`config.mk`:
```
export PLATFORM = sky130hd
export DESIGN_NAME = stats_engine_flat
export DESIGN_NICKNAME = d
export VERILOG_FILES = /design/src/rtl/stats_pkg.sv /design/src/rtl/stats_engine_if.sv /design/src/rtl/stat_channel.sv /design/src/rtl/stats_engine.sv /design/src/flat_wrapper.sv
export SDC_FILE = /design/constraint.sdc
export NUM_CORES = 1
export LEC_CHECK = 0
export BUFFER_PORTS_ARGS = -buffer_cell sky130_fd_sc_hd__buf_2
export CAP_MARGIN = 15
export CELL_PAD_IN_SITES_DETAIL_PLACEMENT = 0
export CELL_PAD_IN_SITES_GLOBAL_PLACEMENT = 1
export CORE_UTILIZATION = 48
export DETAILED_ROUTE_END_ITERATION = 7
export GPL_TIMING_DRIVEN = 0
export PLACE_DENSITY_LB_ADDON = 0.1
export SYNTH_ARGS = -nofsm -noshare
export SYNTH_HDL_FRONTEND = slang
export SYNTH_SLANG_ARGS = --single-unit
```
`constraint.sdc`:
```
create_clock -name clk -period 9.7 [get_ports clk]
set_clock_uncertainty 0.2 [all_clocks]
set_input_delay 0.97 -clock clk [delete_from_list [all_inputs] [get_ports clk]]
set_output_delay 0.97 -clock clk [all_outputs]
set_load 0.005 [all_outputs]
```
`src/rtl/stats_pkg.sv`:
```
// Shared constants, stat indices and the clamped add/sub helper for the stats engine.
package stats_pkg;

    localparam int unsigned STAT_W_DEF    = 4;
    localparam int unsigned TICK_DIV_DEF  = 10_000_000;
    localparam int unsigned ALERT_LVL_DEF = 12;

    localparam int unsigned STAT_HUNGER    = 0;
    localparam int unsigned STAT_HAPPINESS = 1;
    localparam int unsigned STAT_HEALTH    = 2;
    localparam int unsigned STAT_HYGIENE   = 3;
    localparam int unsigned STAT_ENERGY    = 4;
    localparam int unsigned STAT_SOCIAL    = 5;

    // Signed intermediate so an underflow clamps to zero instead of wrapping.
    function automatic int unsigned sat_add_sub(input int unsigned val,
                                                input int unsigned add,
                                                input int unsigned sub,
                                                input int unsigned maxv);
        int nxt;
        nxt = int'(val) + int'(add) - int'(sub);
        if (nxt < 0)
            return 0;
        if (nxt > int'(maxv))
            return maxv;
        return unsigned'(nxt);
    endfunction

endpackage

```
`src/rtl/stats_engine_if.sv`:
```
// Control/status bundle between the stats engine and the display/FSM layer.
interface stats_engine_if #(
    parameter int unsigned NUM_STATS = 6,
    parameter int unsigned STAT_W    = 4,
    parameter int unsigned SEL_W     = 3
);
    logic                          tick_en;
    logic [NUM_STATS-1:0]          inputs;
    logic [SEL_W-1:0]              random;
    logic [NUM_STATS*STAT_W-1:0]   stats;
    logic [NUM_STATS-1:0]          alert;
    logic                          any_alert;
    logic                          tick;

    modport master (output tick_en, inputs, random,
                    input  stats, alert, any_alert, tick);
    modport slave  (input  tick_en, inputs, random,
                    output stats, alert, any_alert, tick);
endinterface

```
`src/rtl/stat_channel.sv`:
```
// One stat register: action-line edge detect, clamped inc/dec update and alert flag.
module stat_channel
    import stats_pkg::*;
#(
    parameter int unsigned STAT_W    = STAT_W_DEF,
    parameter int unsigned INC_STEP  = 1,
    parameter int unsigned DEC_STEP  = 1,
    parameter int unsigned ALERT_LVL = ALERT_LVL_DEF
) (
    input  logic              clk,
    input  logic              reset,
    input  logic              inc,
    input  logic              din,
    output logic [STAT_W-1:0] value,
    output logic              alert,
    output logic              alert_next
);
    localparam int unsigned MAXV = (1 << STAT_W) - 1;

    logic        prev;
    logic        dec;
    int unsigned add_amt;
    int unsigned sub_amt;
    int unsigned nxt;

    always_comb begin
        dec        = din && !prev;
        add_amt    = inc ? INC_STEP : 0;
        sub_amt    = dec ? DEC_STEP : 0;
        nxt        = sat_add_sub(32'(value), add_amt, sub_amt, MAXV);
        alert_next = (nxt >= ALERT_LVL);
    end

    // History resets high so a line already held during reset is not seen as an edge.
    always_ff @(posedge clk) begin
        if (reset) begin
            value <= '0;
            alert <= 1'b0;
            prev  <= 1'b1;
        end else begin
            value <= STAT_W'(nxt);
            alert <= alert_next;
            prev  <= din;
        end
    end

endmodule

```
`src/rtl/stats_engine.sv`:
```
// Saturating stat counters raised by a divided random tick and lowered by action-line edges.
module stats_engine
    import stats_pkg::*;
#(
    parameter int unsigned NUM_STATS = STAT_SOCIAL + 1,
    parameter int unsigned STAT_W    = STAT_W_DEF,
    parameter int unsigned SEL_W     = 3,
    parameter int unsigned TICK_DIV  = TICK_DIV_DEF,
    parameter int unsigned INC_STEP  = 1,
    parameter int unsigned DEC_STEP  = 1,
    parameter int unsigned ALERT_LVL = ALERT_LVL_DEF
) (
    input  logic            clk,
    input  logic            reset,
    stats_engine_if.slave   bus
);
    localparam int unsigned     CNT_W   = $clog2(TICK_DIV);
    localparam logic [CNT_W-1:0] CNT_MAX = CNT_W'(TICK_DIV - 1);

    logic [CNT_W-1:0]      cnt;
    logic                  tick_int;
    logic [NUM_STATS-1:0]  inc;
    logic [NUM_STATS-1:0]  alert_v;
    logic [NUM_STATS-1:0]  alert_nxt;
    logic                  tick_q;
    logic                  any_q;

    always_comb begin
        tick_int = bus.tick_en && (cnt == CNT_MAX);
    end

    always_ff @(posedge clk) begin
        if (reset) begin
            cnt    <= '0;
            tick_q <= 1'b0;
            any_q  <= 1'b0;
        end else begin
            if (bus.tick_en)
                cnt <= tick_int ? '0 : cnt + 1'b1;
            tick_q <= tick_int;
            any_q  <= |alert_nxt;
        end
    end

    // Selector values past the last channel match nothing, so that tick is dropped.
    for (genvar i = 0; i < NUM_STATS; i++) begin : g_ch
        logic [STAT_W-1:0] val;

        assign inc[i] = tick_int && (bus.random == SEL_W'(i));

        stat_channel #(
            .STAT_W    (STAT_W),
            .INC_STEP  (INC_STEP),
            .DEC_STEP  (DEC_STEP),
            .ALERT_LVL (ALERT_LVL)
        ) u_ch (
            .clk        (clk),
            .reset      (reset),
            .inc        (inc[i]),
            .din        (bus.inputs[i]),
            .value      (val),
            .alert      (alert_v[i]),
            .alert_next (alert_nxt[i])
        );

        assign bus.stats[i*STAT_W +: STAT_W] = val;
    end

    assign bus.alert     = alert_v;
    assign bus.any_alert = any_q;
    assign bus.tick      = tick_q;

endmodule

```
`src/flat_wrapper.sv`:
```
// flat-port wrapper written by rule: the top's interface ports become plain ports
module stats_engine_flat import stats_pkg::*;
#(
    parameter int unsigned NUM_STATS = STAT_SOCIAL + 1,
    parameter int unsigned STAT_W    = STAT_W_DEF,
    parameter int unsigned SEL_W     = 3,
    parameter int unsigned TICK_DIV  = TICK_DIV_DEF,
    parameter int unsigned INC_STEP  = 1,
    parameter int unsigned DEC_STEP  = 1,
    parameter int unsigned ALERT_LVL = ALERT_LVL_DEF
)
  (clk, reset, bus_tick_en, bus_inputs, bus_random, bus_stats, bus_alert, bus_any_alert, bus_tick);
  stats_engine_if #(.NUM_STATS(NUM_STATS), .STAT_W(STAT_W), .SEL_W(SEL_W)) bus_i ();
  input  logic clk;
  input  logic reset;
  input wire logic [$bits(bus_i.tick_en)-1:0] bus_tick_en;
  input wire logic [$bits(bus_i.inputs)-1:0] bus_inputs;
  input wire logic [$bits(bus_i.random)-1:0] bus_random;
  output wire logic [$bits(bus_i.stats)-1:0] bus_stats;
  output wire logic [$bits(bus_i.alert)-1:0] bus_alert;
  output wire logic [$bits(bus_i.any_alert)-1:0] bus_any_alert;
  output wire logic [$bits(bus_i.tick)-1:0] bus_tick;
  assign bus_i.tick_en = bus_tick_en;
  assign bus_i.inputs = bus_inputs;
  assign bus_i.random = bus_random;
  assign bus_stats = bus_i.stats;
  assign bus_alert = bus_i.alert;
  assign bus_any_alert = bus_i.any_alert;
  assign bus_tick = bus_i.tick;
  stats_engine #(.NUM_STATS(NUM_STATS), .STAT_W(STAT_W), .SEL_W(SEL_W), .TICK_DIV(TICK_DIV), .INC_STEP(INC_STEP), .DEC_STEP(DEC_STEP), .ALERT_LVL(ALERT_LVL)) u_core (.clk(clk), .reset(reset), .bus(bus_i));
endmodule
```
==> results of run 1 <==
==> layer usage <==
metal	up-vias	global-route usage, %
met5	-	0
met4	0	7.796
met3	6	3.638
met2	36	31.99
met1	1295	23.09
li1	1509	-
==> power breakdown <==
group          internal (mW)  switching, mW  leakage (nW)  total [mW]
logic                  0.308          0.367          1.34       0.674
clock network          0.156         0.0990         0.115       0.255
registers              0.307         0.0321         0.509       0.339
==> worst max path at each step <==
stage                 from                    to  slack (ns)
3_3_place_gp   bus_tick_en  u_core.bus.any_alert        5.42
6_report       bus_tick_en  u_core.bus.any_alert        5.74
3_5_place_dp   bus_tick_en  u_core.bus.any_alert        5.41
4_1_cts        bus_tick_en  u_core.bus.any_alert        5.74
5_1_grt        bus_tick_en  u_core.bus.any_alert        5.36
2_1_floorplan  bus_tick_en  u_core.bus.any_alert        6.25
==> layout by cell type (no fill, tap or decap), drive strengths merged, types with 5 or more instances in the layout <==
master / instances
nor2: 66
nand2b: 15
nor2b: 16
a21oi: 17
nand3: 9
dfxtp: 62
nand2: 16
nor4: 8
o21a: 7
xnor2: 21
or2: 9
clkbuf: 13
o21ai: 8
nand4: 6
o21bai: 5
a21o: 5
ha: 43
nor3: 9
fa: 6
xor2: 21
buf: 51
inv: 45
==> cell type report <==
type	instances	area [sq um]
fill	714	3093
clock inverter	4	70.07
sequential	62	1241
clock buffer	11	151.4
timing repair buffer	43	215.2
buffer	10	62.56
tap	99	123.9
multi-input combinational	311	2243
inverter	45	168.9
==> critical path, cell delays in order <==
cell and delay [ns]:
buf_2 0.15, nand4_2 0.19, nor2_1 0.20, nand4_1 0.37
nor4_1 0.44, ha_1 0.30, fa_1 0.23, a21oi_1 0.07
o21bai_1 0.23, xnor2_1 0.24, nor2_1 0.11, o2bb2a_1 0.34
a41oi_1 0.15
==> Yosys cell counts, drive strengths merged (3+ instances only) <==
| cell | count |
|---|---|
| nor2 | 66 |
| dfxtp | 62 |
| a21oi | 17 |
| ha | 43 |
| nand2b | 15 |
| nand3 | 9 |
| nor3 | 9 |
| inv | 45 |
| nor2b | 16 |
| o21a | 7 |
| xor2 | 21 |
| nor4 | 8 |
| o21bai | 5 |
| and3 | 4 |
| nand4 | 6 |
| xnor2 | 21 |
| or2 | 9 |
| nand2 | 16 |
| o21ai | 8 |
| a21o | 5 |
| fa | 6 |
| buf | 8 |
| o22ai | 3 |
==> registers in the layout (all words and copies together), names as in the netlist <==
| register | count |
|---|---|
| u_core.cnt | 24 |
| u_core.g_ch.u_ch.value | 24 |
| u_core.g_ch.u_ch.alert | 6 |
| u_core.g_ch.u_ch.prev | 6 |
| u_core.bus.any_alert | 1 |
| u_core.bus.tick | 1 |
==> per-stage QoR <==
step	setup WS, ns	cell area (sq um)
2_1_floorplan	6.252	3716
3_3_place_gp	5.422	4055
3_5_place_dp	5.412	4055
4_1_cts	5.742	4277
5_1_grt	5.361	4277
6_report	5.737	4277
==> logic make-up (layout without fill, tap and decap cells) <==
kind of cell    after synthesis  count (layout)  share of synthesized area, %
compound gates               56              56                         9.832
mux                           1               1                        0.2694
simple gates                163             163                         22.66
flops                        62              62                         33.40
xor+xnor                     42              42                         9.899
fa+ha+maj                    49              49                         17.71
buf+inv                      55             113                         6.229
==> run metrics, run 1 <==
Max Slew Vio Count 0; M1 WL 3477 um; final period utilization 40.85%; Critical Path AT between 4 and 5 ns; Seq/Total Area, Yosys between 30% and 40%; io pins 44; R2R cell count 13; clk_lat worst skew around 0.33 ns; Synth Cell Area between 3000 and 4000 sq um; DR pass1 iterations 4; clk root buf clkbuf_8; Leakage 1.965 nW; synth warn 0; Residual DRC 0; hold path start u_core.cnt[6]; Mapped Cells roughly 430; highest fanout seen on the critical path 9; RR Endpoint u_core.bus.any_alert; Crit path required time ~9.8 ns; met3 wire len between 200 and 250 um; hold_buf cts 0; Reg-to-Reg Start u_core.cnt[0]; status completed; postcts setup bufs 0; hold path cells 2; CP Capture Type flop; die width approximately 90 um; via/cell ratio ~4.9; DIE AREA between 8000 and 9000 sq um; I/O Buffers 43; Mapped Nets about 490; endpoints failing hold 0; dpl hpwl roughly 5500 um; initial cell density of the core 50.42%; die height 89.99 um; Post-Route Utilization between 50% and 60%; GR Overflow Total 0; DR iter-0 viols 76; min Tclk post-route ~4.0 ns; Non-Filler Instances between 500 and 600; worst hold path type flop to flop; register-to-register setup slack slightly below 6 ns; DRT antenna net count 0; vias in the first global route between 2000 and 3000; final wirelength ~7100 um; post-synthesis average cell area 8.682 sq um; initial antenna violation count 0; via count around 2800; Area contributors post-synth dfxtp_1 33%, ha_1 14%, nor2_1 6.4%; Post-synth ARST share 0%; Post-synth EDFFs 0; synthesis-to-finish area growth 15.08%; Setup Viol. Count Final 0; clock-pin slew on the worst setup and hold paths roughly 0.07 ns; largest net degree at the start of global routing 11; max_cap viols 0; Core Region roughly 7400 sq um; Slew headroom 62.26%; CTS tree yes; Yosys cell types 46; RSZ-0062 raised after global routing no; FP Rows 31; Avg WL per Cell roughly 12 um; Num CTS Buffers 9; FMAX 252.3 MHz; placed insts 570; antenna cell count 0; H-Tree Depth 3; Power Total approximately 1.3 mW; Slew @ Worst Pin 0.5661 ns; post-synth top area cell dfxtp_1; hold path endpoint u_core.cnt[6]; setup TNS 0 ns; worst vdd ir approximately 0.16 mV; Synth top area share roughly a third; Top FF cell, synth dfxtp_1; Resized cells post-CTS 0; Final GP Congestion roughly 0.79; Bufs on Longest Clock Path 2; number of synthesized register bits slightly above 60; CTS Sinks 62; Top Layer Used met4; Setup Crit Path Kind input pin to flop; All-Layer GR Usage a little under a fifth; CP Launch Type input pin; nets@finish about 540; metal2 WL 3338 um; first-pass GRT wire length ~12000 um; pwr/cell area ~300 nW/um^2; smallest hold slack around 0.29 ns; share of layout cells above drive strength 1 between 10% and 20%
(Power assumes the default switching activity.)
==> run 2: changes to the inputs <==
--- a/config.mk
+++ b/config.mk
@@ -9,7 +9,7 @@
 export CAP_MARGIN = 15
 export CELL_PAD_IN_SITES_DETAIL_PLACEMENT = 0
 export CELL_PAD_IN_SITES_GLOBAL_PLACEMENT = 1
-export CORE_UTILIZATION = 48
+export CORE_UTILIZATION = 44
 export DETAILED_ROUTE_END_ITERATION = 7
 export GPL_TIMING_DRIVEN = 0
 export PLACE_DENSITY_LB_ADDON = 0.1
==> constraint.sdc (replaced) <==
create_clock -name clk -period 3.8 [get_ports clk]
set_clock_uncertainty 0.2 [all_clocks]
set_input_delay 0.38 -clock clk [delete_from_list [all_inputs] [get_ports clk]]
set_output_delay 0.38 -clock clk [all_outputs]
set_load 0.005 [all_outputs]
==> run metrics, run 2 (synthesis results as in run 1) <==
die width 93.90 um (was 89.99 um); busiest layer in global routing met2 (unchanged); Top Registers u_core.cnt x24, u_core.g_ch.u_ch.value x24 (unchanged); dpl hpwl 5509 um (was 5520 um); DP Area 4063 sq um (was 4055 sq um); most common cell after layout, fill and taps aside nor2_1 (unchanged); vias in the first global route 2772 (was 2849); DR pass1 iterations 4 (unchanged); grt met2 use 29.68% (was 31.99%); R2R cell count 14 (was 13); Slew @ Worst Pin 0.5710 ns (was 0.5661 ns); RSZ-0062 raised after global routing no (unchanged); endpoints failing hold 0 (unchanged); Final WS setup 0.3285 ns (was 5.737 ns); Critical Path AT 3.47 ns (was 4.01 ns); FP Rows 33 (was 31); hold path endpoint u_core.g_ch[1].u_ch.prev (was u_core.cnt[6]); Num CTS Buffers 9 (unchanged); first-pass GRT wire length 12010 um (was 12200 um); DRT antenna net count 0 (unchanged); worst vdd ir 0.4068 mV (was 0.1611 mV); clock-pin slew on the worst setup and hold paths 0.08 ns (was 0.07 ns); Final GP Congestion 0.7771 (was 0.7864); Setup Crit Path Kind flop to flop (was input pin to flop); Slew headroom 61.94% (was 62.26%); final period utilization between 90% and 100%; smallest hold slack 0.04054 ns (was 0.2864 ns); nets@finish 544 (was 543); status completed (unchanged); Max Slew Vio Count 0 (unchanged); Filler cells 790 (was 714); CTS tree yes (unchanged); initial cell density of the core 45.45% (was 50.42%); clk root buf clkbuf_8 (unchanged); FMAX 288.1 MHz; pwr/cell area 741.7 nW/um^2 (was 296.6 nW/um^2); io pins 44 (unchanged); hold_buf cts 0 (unchanged); Avg WL per Cell 11.99 um (was 12.16 um); pre-CTS setup slack 0.05411 ns (was 5.412 ns); post-route cell area 4280 sq um (was 4277 sq um); largest net degree at the start of global routing 13 (was 11); Reg-to-Reg Start u_core.cnt[0] (unchanged); RR Endpoint u_core.bus.any_alert (unchanged); CP Capture Type flop (unchanged); DIE AREA 8817 sq um (was 8097 sq um); hold path start bus_inputs[1] (was u_core.cnt[6]); final wirelength 7113 um (was 7114 um); setup TNS 0 ns (unchanged); share of layout cells above drive strength 1 17.83% (was 17.08%); met3 Track Usage GR 4.045% (was 3.638%); most frequent cells in the layout 63 x nor2_1, 62 x dfxtp_1, 45 x inv_1, 45 x buf_2, 43 x ha_1 (unchanged); CP Launch Type flop (was input pin); worst hold path type input pin to flop (was flop to flop); register-to-register setup slack 0.33 ns (was 5.91 ns); All-Layer GR Usage 17.57% (was 18.74%); via count 2877 (was 2846); die height 93.90 um (was 89.99 um); Leakage 1.956 nW (was 1.965 nW); DR iter-0 viols 35 (was 76); Bufs on Longest Clock Path 2 (unchanged); clk_lat worst skew 0.34 ns (was 0.33 ns); H-Tree Depth 3 (unchanged); Crit path required time 3.79 ns (was 9.75 ns); hold path cells 2 (unchanged); Power Total 3.175 mW (was 1.269 mW); Setup Viol. Count Final 0 (unchanged); GR Overflow Total 0 (unchanged); max_cap viols 0 (unchanged); antenna cell count 0 (unchanged); initial antenna violation count 0 (unchanged); synthesis-to-finish area growth 15.19% (was 15.08%); met1 usage 21.40% (was 23.09%); Core Region 8175 sq um (was 7370 sq um); I/O Buffers 43 (unchanged); CTS Sinks 62 (unchanged); highest fanout seen on the critical path 9 (unchanged); Residual DRC 0 (unchanged); min Tclk post-route 3.471 ns; via/cell ratio 4.852 (was 4.865)
==> run 2: layer usage <==
| layer | vias to the layer above | wire length (um) |
|---|---|---|
| met5 | - | 0 |
| met4 | 0 | 117 |
| met3 | 12 | 280 |
| met2 | 41 | 3220 |
| met1 | 1308 | 3495 |
| li1 | 1516 | - |
==> run 2: how the worst max path moves through the flow <==
stage | startpoint | endpoint
after floorplan | u_core.cnt[0] | u_core.bus.any_alert
after global placement | u_core.cnt[0] | u_core.bus.any_alert
after detailed placement | u_core.cnt[0] | u_core.bus.any_alert
after CTS | u_core.cnt[0] | u_core.bus.any_alert
after global routing | u_core.cnt[0] | u_core.bus.any_alert
final | u_core.cnt[0] | u_core.bus.any_alert
==> run 2: layout make-up <==
| type | count | area (sq um) | share of cell area, % |
|---|---|---|---|
| repair buffers | 44 | 222.7 | 5.203 |
| multi-input cells | 311 | 2256 | 52.70 |
| clock buffers | 9 | 123.9 | 2.894 |
| flip-flops and latches | 62 | 1241 | 29.00 |
| plain buffers | 10 | 62.56 | 1.462 |
| clock inverters | 7 | 73.82 | 1.725 |
| well taps | 105 | 131.4 | 3.069 |
| inverters | 45 | 168.9 | 3.946 |
==> run 2: repair_timing <==
| action | 4_1_cts | 5_1_grt |
|---|---|---|
| buffers inserted | 0 | 1 |
| gates resized for setup | 0 | 2 |
| setup endpoints to repair | 0 | 1 |
==> run 2: critical path: stages, from the launching register on <==
cell and delay, ns:
dfxtp_1 0.39, ha_1 0.21, nand4_2 0.21, nor2_1 0.21, nand4_1 0.10, buf_4 0.19
nor4_1 0.27, ha_1 0.25, fa_1 0.22, a21oi_1 0.08, o21bai_1 0.15, xnor2_1 0.16
a221o_1 0.31, o2bb2a_1 0.28, a41oi_1 0.10
==> run 2: report_power, final <==
part | internal (mW) | leakage (nW) | switching, mW
Clock | 0.305 | 0.0996 | 0.274
Sequential | 0.783 | 0.509 | 0.0832
Combinational | 0.791 | 1.35 | 0.938
==> run 2: stage by stage <==
stage	utilization, %	cells
floorplan	-	428
global placement	49.69	576
detailed placement	49.69	576
CTS	52.11	592
global route	52.36	593
finish	52.36	593
==> run 3: changes to the inputs <==
--- a/config.mk
+++ b/config.mk
@@ -6,13 +6,14 @@
 export NUM_CORES = 1
 export LEC_CHECK = 0
 export BUFFER_PORTS_ARGS = -buffer_cell sky130_fd_sc_hd__buf_2
-export CAP_MARGIN = 15
+export CAP_MARGIN = 20
 export CELL_PAD_IN_SITES_DETAIL_PLACEMENT = 0
 export CELL_PAD_IN_SITES_GLOBAL_PLACEMENT = 1
-export CORE_UTILIZATION = 44
+export CORE_UTILIZATION = 30
 export DETAILED_ROUTE_END_ITERATION = 7
 export GPL_TIMING_DRIVEN = 0
 export PLACE_DENSITY_LB_ADDON = 0.1
+export RECOVER_POWER = 50
 export SYNTH_ARGS = -nofsm -noshare
 export SYNTH_HDL_FRONTEND = slang
 export SYNTH_SLANG_ARGS = --single-unit
==> run metrics, run 3 (synthesis results as in run 1) <==
status completed (unchanged); dpl hpwl 5960 um (was 5509 um); initial cell density of the core 30.81% (was 45.45%); Non-Filler Instances 655 (was 593); DR pass1 iterations 4 (unchanged); Core Region 12060 sq um (was 8175 sq um); via/cell ratio 4.351 (was 4.852); DRT antenna net count 0 (unchanged); Avg WL per Cell 11.81 um (was 11.99 um); antenna cell count 0 (unchanged); most common cell after layout, fill and taps aside nor2_1 (unchanged); CP Launch Type flop (unchanged); FP Rows 40 (was 33); DP Area 4141 sq um (was 4063 sq um); share of layout cells above drive strength 1 15.20% (was 17.83%); DR iter-0 viols 116 (was 35); H-Tree Depth 3 (unchanged); CTS tree yes (unchanged); Post-Route Utilization 36.71% (was 52.36%); endpoints failing hold 0 (unchanged); worst hold path type input pin to flop (unchanged); die height 113.3 um (was 93.90 um); setup TNS 0 ns (unchanged); clock-pin slew on the worst setup and hold paths 0.05 ns (was 0.08 ns); final wirelength 7738 um (was 7113 um); final period utilization 91.62% (was 91.35%); Power Total 3.366 mW (was 3.175 mW); io pins 44 (unchanged); Final GP Congestion 0.7598 (was 0.7771); CP Capture Type flop (unchanged); Max Slew Vio Count 0 (unchanged); initial antenna violation count 0 (unchanged); vias in the first global route 2778 (was 2772); most frequent cells in the layout 63 x nor2_1, 62 x dfxtp_1, 45 x inv_1 (was 63 x nor2_1, 62 x dfxtp_1, 45 x inv_1, 45 x buf_2, 43 x ha_1); I/O Buffers 43 (unchanged); GR Overflow Total 0 (unchanged); first-pass GRT wire length 13230 um (was 12010 um); DIE AREA 12840 sq um (was 8817 sq um); Crit path required time 3.79 ns (about the same); placed insts 639 (was 576); clk root buf clkbuf_16 (was clkbuf_8); post-route cell area 4428 sq um (was 4280 sq um); worst vdd ir 0.2529 mV (was 0.4068 mV); FMAX 287.2 MHz (was 288.1 MHz); synthesis-to-finish area growth 19.16% (was 15.19%); clk_lat worst skew 0.33 ns (was 0.34 ns); Slew headroom 57.14% (was 61.94%); largest net degree at the start of global routing 11 (was 13); Setup Crit Path Kind flop to flop (unchanged); Final WS setup 0.3183 ns (was 0.3285 ns); Residual DRC 0 (unchanged); Top Registers u_core.cnt x24, u_core.g_ch.u_ch.value x24 (unchanged); pwr/cell area 760.1 nW/um^2 (was 741.7 nW/um^2); Slew @ Worst Pin 0.6430 ns (was 0.5710 ns); pre-CTS setup slack -0.1312 ns (was 0.05411 ns); hold_buf cts 0 (unchanged); Num CTS Buffers 9 (unchanged); via count 2850 (was 2877); All-Layer GR Usage 13.57% (was 17.57%); Critical Path AT 3.47 ns (about the same); nets@finish 545 (was 544); highest fanout seen on the critical path 6 (was 9); Leakage 1.957 nW (was 1.956 nW); Filler cells 1262 (was 790); die width 113.3 um (was 93.90 um); CTS Sinks 62 (unchanged); max_cap viols 0 (unchanged); smallest hold slack 0.04335 ns (was 0.04054 ns); Bufs on Longest Clock Path 2 (unchanged); Setup Viol. Count Final 0 (unchanged); min Tclk post-route 3.482 ns (was 3.471 ns)
## run 3: changes by cell type in the layout (fill, tap and decap cells not counted), sizes merged
cell | before | now
clkinvlp | 1 | 0
clkbuf | 11 | 32
clkinv | 4 | 1
bufinv | 1 | 0
buf | 52 | 36
inv | 46 | 45
## run 3: timing repair
item	4_1_cts	5_1_grt
endpoints found under the hold margin	0	0
setup endpoints to repair	1	1
resized for setup	1	1
buffers inserted	2	0
## run 3: path summary, 6_finish.rpt
check,to,from,cells after the start,slack (ns)
worst max-delay path,u_core.bus.any_alert,u_core.cnt[0],16,0.32
worst min-delay path,u_core.g_ch[1].u_ch.prev,bus_inputs[1],2,0.04
worst max register to register,u_core.bus.any_alert,u_core.cnt[0],16,0.32
worst min register to register,u_core.cnt[6],u_core.cnt[6],2,0.29
## run 3: per-layer routing
layer,global-route usage (%),share of wire [%],up-vias
met3,2.999,2.7,13
met5,0,0,-
met1,17.74,52,1289
met2,20.53,43,31
met4,7.895,2.5,0
li1,-,-,1517
## run 3: final cells by class
class	count	area (sq um)	area share, %
repair buffers	45	215.2	4.860
clock buffers	13	270.3	6.103
clock inverters	1	5.005	0.1130
multi-input cells	311	2256	50.95
well taps	168	210.2	4.747
plain buffers	10	61.31	1.385
inverters	45	168.9	3.815
flip-flops and latches	62	1241	28.03
## run 3: worst max-delay path, stage by stage (launching register included)
cell and delay [ns]:
dfxtp_1 0.39, ha_1 0.21, nand4_2 0.21, nor2_1 0.22, nand4_1 0.10, buf_4 0.18
nor2_1 0.09, nand2_1 0.07, nor2_1 0.14, ha_1 0.23, fa_1 0.26, a21oi_1 0.09
o21bai_1 0.15, xnor2_1 0.18, a221oi_2 0.25, a2bb2oi_1 0.25, a41oi_1 0.13
## run 3: power breakdown
part           switching [mW]  internal (mW)  total, mW
registers              0.0869          0.785      0.872
logic                   0.945          0.780       1.73
clock network           0.283          0.486      0.769
total                    1.31           2.05       3.37
